[src/rtl/des_ks_pkg.sv]
// DES key-schedule constants and C/D rotation helpers, shared by des_key_schedule and des_pc2.
// Tables keep the usual DES 1-based bit numbering: bit 1 is the MSB.
package des_ks_pkg;

    typedef enum logic [0:0] {StIdle, StRun} ks_state_e;

    localparam int unsigned PC1 [1:56] = '{
        57, 49, 41, 33, 25, 17,  9,
         1, 58, 50, 42, 34, 26, 18,
        10,  2, 59, 51, 43, 35, 27,
        19, 11,  3, 60, 52, 44, 36,
        63, 55, 47, 39, 31, 23, 15,
         7, 62, 54, 46, 38, 30, 22,
        14,  6, 61, 53, 45, 37, 29,
        21, 13,  5, 28, 20, 12,  4
    };

    localparam int unsigned PC2 [1:48] = '{
        14, 17, 11, 24,  1,  5,
         3, 28, 15,  6, 21, 10,
        23, 19, 12,  4, 26,  8,
        16,  7, 27, 20, 13,  2,
        41, 52, 31, 37, 47, 55,
        30, 40, 51, 45, 33, 48,
        44, 49, 39, 56, 34, 53,
        46, 42, 50, 36, 29, 32
    };

    // Shift table stored 0-based: S[i] is the shift for round i+1.
    localparam int unsigned S [16] = '{1, 1, 2, 2, 2, 2, 2, 2, 1, 2, 2, 2, 2, 2, 2, 1};

    function automatic logic [1:28] rotl28(input logic [1:28] x, input int unsigned amt);
        return (amt == 2) ? {x[3:28], x[1:2]} : {x[2:28], x[1]};
    endfunction

    function automatic logic [1:28] rotr28(input logic [1:28] x, input int unsigned amt);
        return (amt == 2) ? {x[27:28], x[1:26]} : {x[28], x[1:27]};
    endfunction

endpackage

[src/rtl/des_pc2.sv]
// Combinational DES PC-2 permutation: 56-bit C/D state to 48-bit round subkey.
module des_pc2
    import des_ks_pkg::*;
(
    input  logic [1:56] cd,
    output logic [1:48] subkey
);

    for (genvar i = 1; i <= 48; i++) begin : g_pc2
        assign subkey[i] = cd[PC2[i]];
    end

endmodule

[src/rtl/des_key_schedule.sv]
// Sequential DES key schedule: one key in, 16 subkeys out over valid/ready.
// Optional key parity checking is enabled with `define DES_KS_PARITY_CHECK_EN.
module des_key_schedule
    import des_ks_pkg::*;
(
    input  logic        clk,
    input  logic        rst,
    input  logic [1:64] key,
    input  logic        key_valid,
    output logic        key_ready,
    input  logic        decrypt,
    output logic [1:48] subkey,
    output logic        subkey_valid,
    input  logic        subkey_ready,
    output logic [3:0]  round_idx,
    output logic        last,
    output logic        key_err
);

    ks_state_e   state_q;
    logic [1:28] c_q, d_q;
    logic [3:0]  rnd_q;
    logic        dec_q;
    logic        key_ready_q, subkey_valid_q, last_q, key_err_q;

    logic [1:56] pc1_cd;
    logic [1:28] load_c, load_d, adv_c, adv_d;
    logic        parity_ok;

    for (genvar i = 1; i <= 56; i++) begin : g_pc1
        assign pc1_cd[i] = key[PC1[i]];
    end

`ifdef DES_KS_PARITY_CHECK_EN
    logic [7:0] byte_odd;
    for (genvar b = 0; b < 8; b++) begin : g_par
        assign byte_odd[b] = ^key[8*b+1 : 8*b+8];
    end
    assign parity_ok = &byte_odd;
`else
    logic unused_parity;
    assign unused_parity = ^{key[8], key[16], key[24], key[32],
                             key[40], key[48], key[56], key[64]};
    assign parity_ok = 1'b1;
`endif

    always_comb begin
        // Decrypt starts from C0/D0 since K16 = PC-2(C16, D16) and C16/D16 equal C0/D0.
        load_c = decrypt ? pc1_cd[1:28]  : rotl28(pc1_cd[1:28], S[0]);
        load_d = decrypt ? pc1_cd[29:56] : rotl28(pc1_cd[29:56], S[0]);
        if (dec_q) begin
            adv_c = rotr28(c_q, S[4'd15 - rnd_q]);
            adv_d = rotr28(d_q, S[4'd15 - rnd_q]);
        end else begin
            adv_c = rotl28(c_q, S[rnd_q + 4'd1]);
            adv_d = rotl28(d_q, S[rnd_q + 4'd1]);
        end
    end

    always_ff @(posedge clk or posedge rst) begin
        if (rst) begin
            state_q        <= StIdle;
            c_q            <= '0;
            d_q            <= '0;
            rnd_q          <= '0;
            dec_q          <= 1'b0;
            key_ready_q    <= 1'b1;
            subkey_valid_q <= 1'b0;
            last_q         <= 1'b0;
            key_err_q      <= 1'b0;
        end else begin
            key_err_q <= 1'b0;
            unique case (state_q)
                StIdle: begin
                    if (key_valid) begin
                        if (parity_ok) begin
                            state_q        <= StRun;
                            c_q            <= load_c;
                            d_q            <= load_d;
                            rnd_q          <= '0;
                            dec_q          <= decrypt;
                            key_ready_q    <= 1'b0;
                            subkey_valid_q <= 1'b1;
                            last_q         <= 1'b0;
                        end else begin
                            // Bad key is consumed but produces no subkeys.
                            key_err_q <= 1'b1;
                        end
                    end
                end
                StRun: begin
                    if (subkey_ready) begin
                        if (rnd_q == 4'd15) begin
                            state_q        <= StIdle;
                            rnd_q          <= '0;
                            key_ready_q    <= 1'b1;
                            subkey_valid_q <= 1'b0;
                            last_q         <= 1'b0;
                        end else begin
                            c_q    <= adv_c;
                            d_q    <= adv_d;
                            rnd_q  <= rnd_q + 4'd1;
                            last_q <= (rnd_q == 4'd14);
                        end
                    end
                end
            endcase
        end
    end

    des_pc2 u_pc2 (
        .cd     ({c_q, d_q}),
        .subkey (subkey)
    );

    assign key_ready    = key_ready_q;
    assign subkey_valid = subkey_valid_q;
    assign round_idx    = rnd_q;
    assign last         = last_q;
    assign key_err      = key_err_q;

endmodule

[config.mk]
export PLATFORM = sky130hd
export DESIGN_NAME = des_key_schedule
export DESIGN_NICKNAME = d
export VERILOG_FILES = /design/src/rtl/des_ks_pkg.sv /design/src/rtl/des_pc2.sv /design/src/rtl/des_key_schedule.sv
export SDC_FILE = /design/constraint.sdc
export NUM_CORES = 1
export LEC_CHECK = 0
export BUFFER_PORTS_ARGS = -buffer_cell sky130_fd_sc_hd__buf_2
export CORE_UTILIZATION = 30
export CTS_CLUSTER_DIAMETER = 100
export DETAILED_ROUTE_END_ITERATION = 10
export SKIP_CTS_REPAIR_TIMING = 1
export SLEW_MARGIN = 5
export SYNTH_ARGS = -nofsm -noshare
export SYNTH_HDL_FRONTEND = slang
export SYNTH_HIERARCHICAL = 1
export SYNTH_SLANG_ARGS = --single-unit
[constraint.sdc]
create_clock -name clk -period 5.45 [get_ports clk]
set_input_delay 0.545 -clock clk [delete_from_list [all_inputs] [get_ports clk]]
set_output_delay 0.545 -clock clk [all_outputs]
set_load 0.02 [all_outputs]
# [Yosys cells after proc, flatten, opt, wreduce, memory -nomap -nowiden]
# Memory sizes are Yosys's and may differ from the RTL's.
# Cells that the tools add are included.
[word_totals] register_bits=65 romBits=1024 input_bits=69 output_inout_bits=56 n_memories=2
[mem_list] memory="(no name shown)" words=16 word_bits=32 read_ports=1 rd_ports_with_merged_regs=0 write_ports=0 line_no="des_key_schedule.sv:56" rtl="adv_d = rotl28(d_q, S[rnd_q + 4'd1]);"
[mem_list] memory="(no name shown)" words=16 word_bits=32 read_ports=1 rd_ports_with_merged_regs=0 write_ports=0 line_no="des_key_schedule.sv:53" rtl="adv_d = rotr28(d_q, S[4'd15 - rnd_q]);"
[op_classes] add_sub_neg=2 n_lt_le_gt_ge=2 n_eq_ne=8 muxes=39 bitwise=3 reduce_logical=4
[op_table] op="28-bit two-way mux" count=14
[op_table] op="32-bit two-way mux" count=4
[op_table] op="28-bit case mux with 2 select lines" count=2
[op_table] op="32-bit by 2-bit equality test with 1-bit output, second input constant" count=2
[op_table] op="4-bit two-way mux" count=3
[op_table] op="1-bit two-way mux" count=11
[op_table] op="5-bit >= comparator, second input constant" count=2
[op_table] op="4-bit inverter with 5-bit output" count=2
[op_table] op="4-bit equality test, second input constant" count=2
[op_table] op="1-bit case mux with 2 select lines" count=4
[op_table] op="4-bit case mux with 2 select lines" count=1
[op_table] op="2-bit inequality test, second input constant" count=3
[op_table] op="3-bit AND reduction" count=2
[op_table] op="4-bit by 1-bit adder with 4-bit output, second input constant" count=1
[op_table] op="2-bit AND reduction" count=2
[op_table] op="4-bit subtractor, first input constant" count=1
[op_table] op="2-bit by 1-bit inequality test with 1-bit output, second input constant" count=1
[op_table] op="1-bit inverter" count=1

# [Depth between registers and ports, before layout]
[logic_depth] depth_word=11 ltp_mapped=9

# [Modules after synthesis]
# Netlist, hierarchy kept.
[modules_own_cells] module="des_key_schedule" n_inst=1 cells_per_inst=897 area_each_um2=6925.4 seq_area_each_um2=1627.8
[modules_own_cells] module="des_pc2" n_inst=1 cells_per_inst=48 area_each_um2=360.3 seq_area_each_um2=0.0

# [Worst setup path after synthesis]
# No wires, ideal clock.
[synth_timing] kind="register to register" startpoint="reg rnd_q[0], in the netlist round_idx[0]" endpoint="reg d_q[14] (netlist bit)" setup_ns=0.129 t_arrival_ns=2.092 required_ns=5.321 path_slack_ns=3.229 stages_incl_launch_ff=8 path_buffers=2 period_less_slack_ns=2.221 cell_sequence="dfrtp_1 inv_1 ha_1 or4_1 buf_2 clkbuf_1 nand4_1 nand3_1"
[synth_between] elab_chain_cells=11 elab_cells_between_ends=21 classes_between="add/sub (2); eq/ne (4); mux (10); bitwise (2); reduce/logical (1); memory (2)"
[synth_rtl] item="start, declared" line_no="des_key_schedule.sv:22" rtl="logic [3:0] rnd_q;"
[synth_rtl] item="start signal, assigned" line_no="des_key_schedule.sv:102" rtl="rnd_q <= rnd_q + 4'd1;"
[synth_rtl] item="4-bit by 1-bit adder with 4-bit output or 4-bit subtractor (tied branches)" line_no="des_key_schedule.sv:56, des_key_schedule.sv:53"
[synth_rtl] item="4-bit inverter with 5-bit output, on equally long branches" line_no="des_key_schedule.sv:56, des_key_schedule.sv:53"
[synth_rtl] item="memory 16 x 32 bit, on equally long branches"
[synth_rtl] item="32-bit two-way mux, on equally long branches (2 in a row)" line_no="des_key_schedule.sv:56, des_key_schedule.sv:53"
[synth_rtl] item="32-bit by 2-bit equality test with 1-bit output, on equally long branches" line_no="des_ks_pkg.sv:33, des_ks_pkg.sv:37"
[synth_rtl] item="28-bit two-way mux, on equally long branches" line_no="des_ks_pkg.sv:33, des_ks_pkg.sv:37"
[synth_rtl] item="28-bit two-way mux" line_no="des_key_schedule.sv:51" rtl="if (dec_q) begin"
[synth_rtl] item="28-bit two-way mux" line_no="des_key_schedule.sv:93" rtl="if (rnd_q == 4'd15) begin"
[synth_rtl] item="28-bit two-way mux" line_no="des_key_schedule.sv:92" rtl="if (subkey_ready) begin"
[synth_rtl] item="28-bit case mux with 2 select lines" line_no="des_key_schedule.sv:73" rtl="unique case (state_q)"
[synth_rtl] item="end signal, assigned" line_no="des_key_schedule.sv:79" rtl="d_q <= load_d;"
[synth_rtl] item="end signal, assigned" line_no="des_key_schedule.sv:101" rtl="d_q <= adv_d;"
[synth_rtl] item="end, declared" line_no="des_key_schedule.sv:21" rtl="logic [1:28] c_q, d_q;"
# Parallel ways exist; a longest one is shown, timed or not. The select of a mux whose other input is x is not followed.
# A chain may end at the register's enable or synchronous reset.

# [Worst setup path after layout]
[layout_timing] startpoint="reg rnd_q[1], in the netlist round_idx[1]" endpoint="reg d_q[23] (netlist bit)"
# Same word-level chain as after synthesis.

==> impl_metrics.py <==
metrics = {
    "floorplanning": {
        "io-pin-count": 125,
        "core_um2": 23600,
        "num_rows": 56,
        "start_util_pct": 30.9,
        "die_y_um": 158,
        "die_x_um": 158,
        "dieArea_um2": 24900,
    },
    "logic_synthesis": {
        "syn-num-nets": 1020,
        "synth.distinct_cells": 39,
        "synth_edf_count": 0,
        "syn_avg_cell_area_um2": 7.71,
        "seq_area_frac_synth_pct": 22.3,
        "synth-main-ff-cell": "dfrtp_1",
        "synthArstFlopShare_pct": 100,
        "synthCells": 945,
        "synth-simple-area-share_pct": 25.5,
        "netlist.area_leader.share_pct": 22.0,
        "synth-seq-cells": 65,
        "ys_warn_count": 6,
        "synth_compound_area_share_pct": 23.6,
        "syn_area_um2": 7290,
        "yosysTopAreaCell": "dfrtp_1",
        "synth.area.top_cells": "dfrtp_1 (22%), mux2i_1 (15%), nand3_1 (8.0%)",
        "synth_top_family_by_area": "simple AND/OR/NAND/NOR gates",
        "synth-xor-area-share_pct": 0.120,
        "synth_mux_area_share_pct": 15.5,
        "synth_fa_ha_area_share_pct": 1.03,
    },
    "power_and_ir_drop": {
        "p_switching_uw": 2770,
        "clock_power_share_pct": 11.7,
        "combPwrFrac_pct": 66.1,
        "total_power_uw": 5180,
        "peakVddDrop_mv": 0.362,
        "p_per_area_nw_per_um2": 660,
        "p_int_uw": 2400,
        "swShare_pct": 53.6,
        "p_leak_uw": 0.00322,
        "seqPwrFrac_pct": 22.2,
    },
    "final_layout": {
        "multi_input_area_um2": 4850,
        "fillers": 2575,
        "drive_gt1_share_pct": 20.6,
        "seq_area_um2": 1630,
        "nets": 1012,
        "n_antenna_cell": 0,
        "final_common_cell": "nand3_1",
        "syn2layout_area_growth_pct": 7.68,
        "layout_common_cells": "nand3_1 (116), buf_2 (114), mux2i_1 (112)",
        "instances_no_fill": 1261,
    },
    "job": {
        "maxCapViolCount": 0,
    },
    "outcome": {
        "status": "complete, no violations",
    },
    "critical_path": {
        "crit_required_ns": 5.73,
        "arrival_ns": 3.35,
        "path_class": "flip-flop to flip-flop",
        "cp_slowest_cell": "o21a_2",
        "max_stage_delay_ns": 0.80,
        "crit_chain": "ha_1, nor2_1, o21bai_1, o21a_2, buf_4, o211ai_1, nand3_1",
        "start_kind": "flip-flop",
        "end_kind": "flip-flop",
        "critical_path.max_fanout": 29,
    },
    "clock_network": {
        "numCtsBuffers": 9,
        "clockRootBuffer": "clkbuf_16",
        "clk_latency_ns": 0.35,
        "cts_sinks": 65,
        "clkTransAtPathRegs_ns": 0.06,
        "clockBufferDepth": 2,
        "tritoncts": "yes",
        "htreeDepth": 3,
    },
    "global_routing": {
        "antenna_found_initial": 0,
        "overflow": 0,
        "grt_pass1_wl_um": 35200,
        "grt_pass1_vias": 6502,
        "grt_util_all_layers_pct": 18.0,
        "grt_max_degree": 121,
    },
    "timing": {
        "clock_skew_ns": 0.00731,
        "finalSetupViolations": 0,
        "rsz0062_at_grt": "false",
        "tightest_slew_ns": 1.23,
        "finalCriticalPeriod_ns": 3.07,
        "relSlewSlack_pct": 17.9,
        "finalHoldViolCount": 0,
        "period_share_pct": 56.3,
        "drv_slew": 0,
        "max_freq_mhz": 326,
        "tns_ns": 0,
    },
    "routing": {
        "wl_um": 22500,
        "num_vias": 7097,
        "drt_iter0_drc": 552,
        "drt-pass1-iter-count": 7,
        "wire_per_inst_um": 17.8,
        "viasPerCell": 5.63,
        "ant_nets": 0,
        "drc": 0,
    },
    "placed_design": {
        "place_inst": 1245,
        "hpwl_um": 13600,
        "io_buffer_count": 115,
        "place_congestion": 0.806,
    },
    "min_path": {
        "hold_path.class": "input port to async pin",
    },
}
==> power by group through the flow <==
stage / sequential [uW] / clock, uW / combinational, uW
floorplan: 936 / 0 / 3080
global placement: 1150 / 0 / 3380
detailed placement: 1150 / 0 / 3420
CTS: 1140 / 620 / 3420
global route: 1200 / 638 / 3760
finish: 1150 / 607 / 3420
==> critical path, delay by kind of cell, from the launching register on <==
family          cells  cell delay [ns]
flops               1             0.55
compound gates      3             1.22
fa+ha+maj           1             0.41
simple gates        2             0.25
buf+inv             1             0.55
==> final timing paths <==
path                              startpoint  slack [ns]      endpoint  cells after the start
min in group clk                   key_valid        0.49  round_idx[0]                      2
worst max-delay path            round_idx[1]        2.38       d_q[23]                      7
worst min register to register  subkey_valid        0.50  subkey_valid                      2
worst min-delay path                     rst        0.35       c_q[15]                      2
worst max register to register  round_idx[1]        2.38       d_q[23]                      7
max in group asynchronous                rst        4.10       d_q[12]                      3
==> synthesized netlist by cell type (3+ instances only) <==
library cell	n
mux2i_1	112
buf_4	56
nor2_1	61
nand2_1	66
dfrtp_1	64
o21ai_1	21
inv_1	3
clkbuf_1	51
a22oi_1	56
nand3_1	117
buf_6	8
o211ai_1	16
buf_2	30
ha_1	6
o21ai_0	96
o211ai_2	40
nand4_1	56
nor2b_1	60
==> registers in the layout, summed over array words and instances (netlist names) <==
signal	count
dec_q	1
state_q	1
key_ready	1
last	1
subkey_valid	1
c_q	28
round_idx	4
d_q	28
==> layer usage <==
metal  vias to the layer above  global-route usage, %  routed length, um
li1                       3423                      -                  -
met1                      3451                   24.2              10400
met2                       205                   29.5              10600
met3                        18                   2.60               1200
met4                         0                   5.73                279
met5                         -                      0                  0
==> logic make-up after synthesis <==
logic type               Yosys count
AND/OR/NAND/NOR                  370
adder cells (fa/ha/maj)            6
flip-flops                        65
other                              1
multiplexers                     113
XOR/XNOR                           1
AO/OA/AOI/OAI                    241
buffers and inverters            148
==> cell type report <==
cell class / count / share of cell area [%]
Clock buffer: 9 / 2.87
Sequential cell: 65 / 20.8
Inverter: 3 / 0.144
Tap cell: 319 / 5.09
Clock inverter: 7 / 0.909
Multi-Input combinational cell: 732 / 61.8
Timing Repair Buffer: 126 / 8.42
==> metrics by stage <==
stage	hold slack [ns]	instance area, um2	util, %	setup WS, ns
after global routing	0.413	7850	33.2	2.12
after floorplan	0.545	7290	-	3.23
after detailed placement	0.492	7550	32.0	2.37
after global placement	0.477	7550	32.0	2.39
final	0.345	7850	33.2	2.38
after CTS	0.365	7850	33.2	2.36
Power figures use the tool's default switching activity.
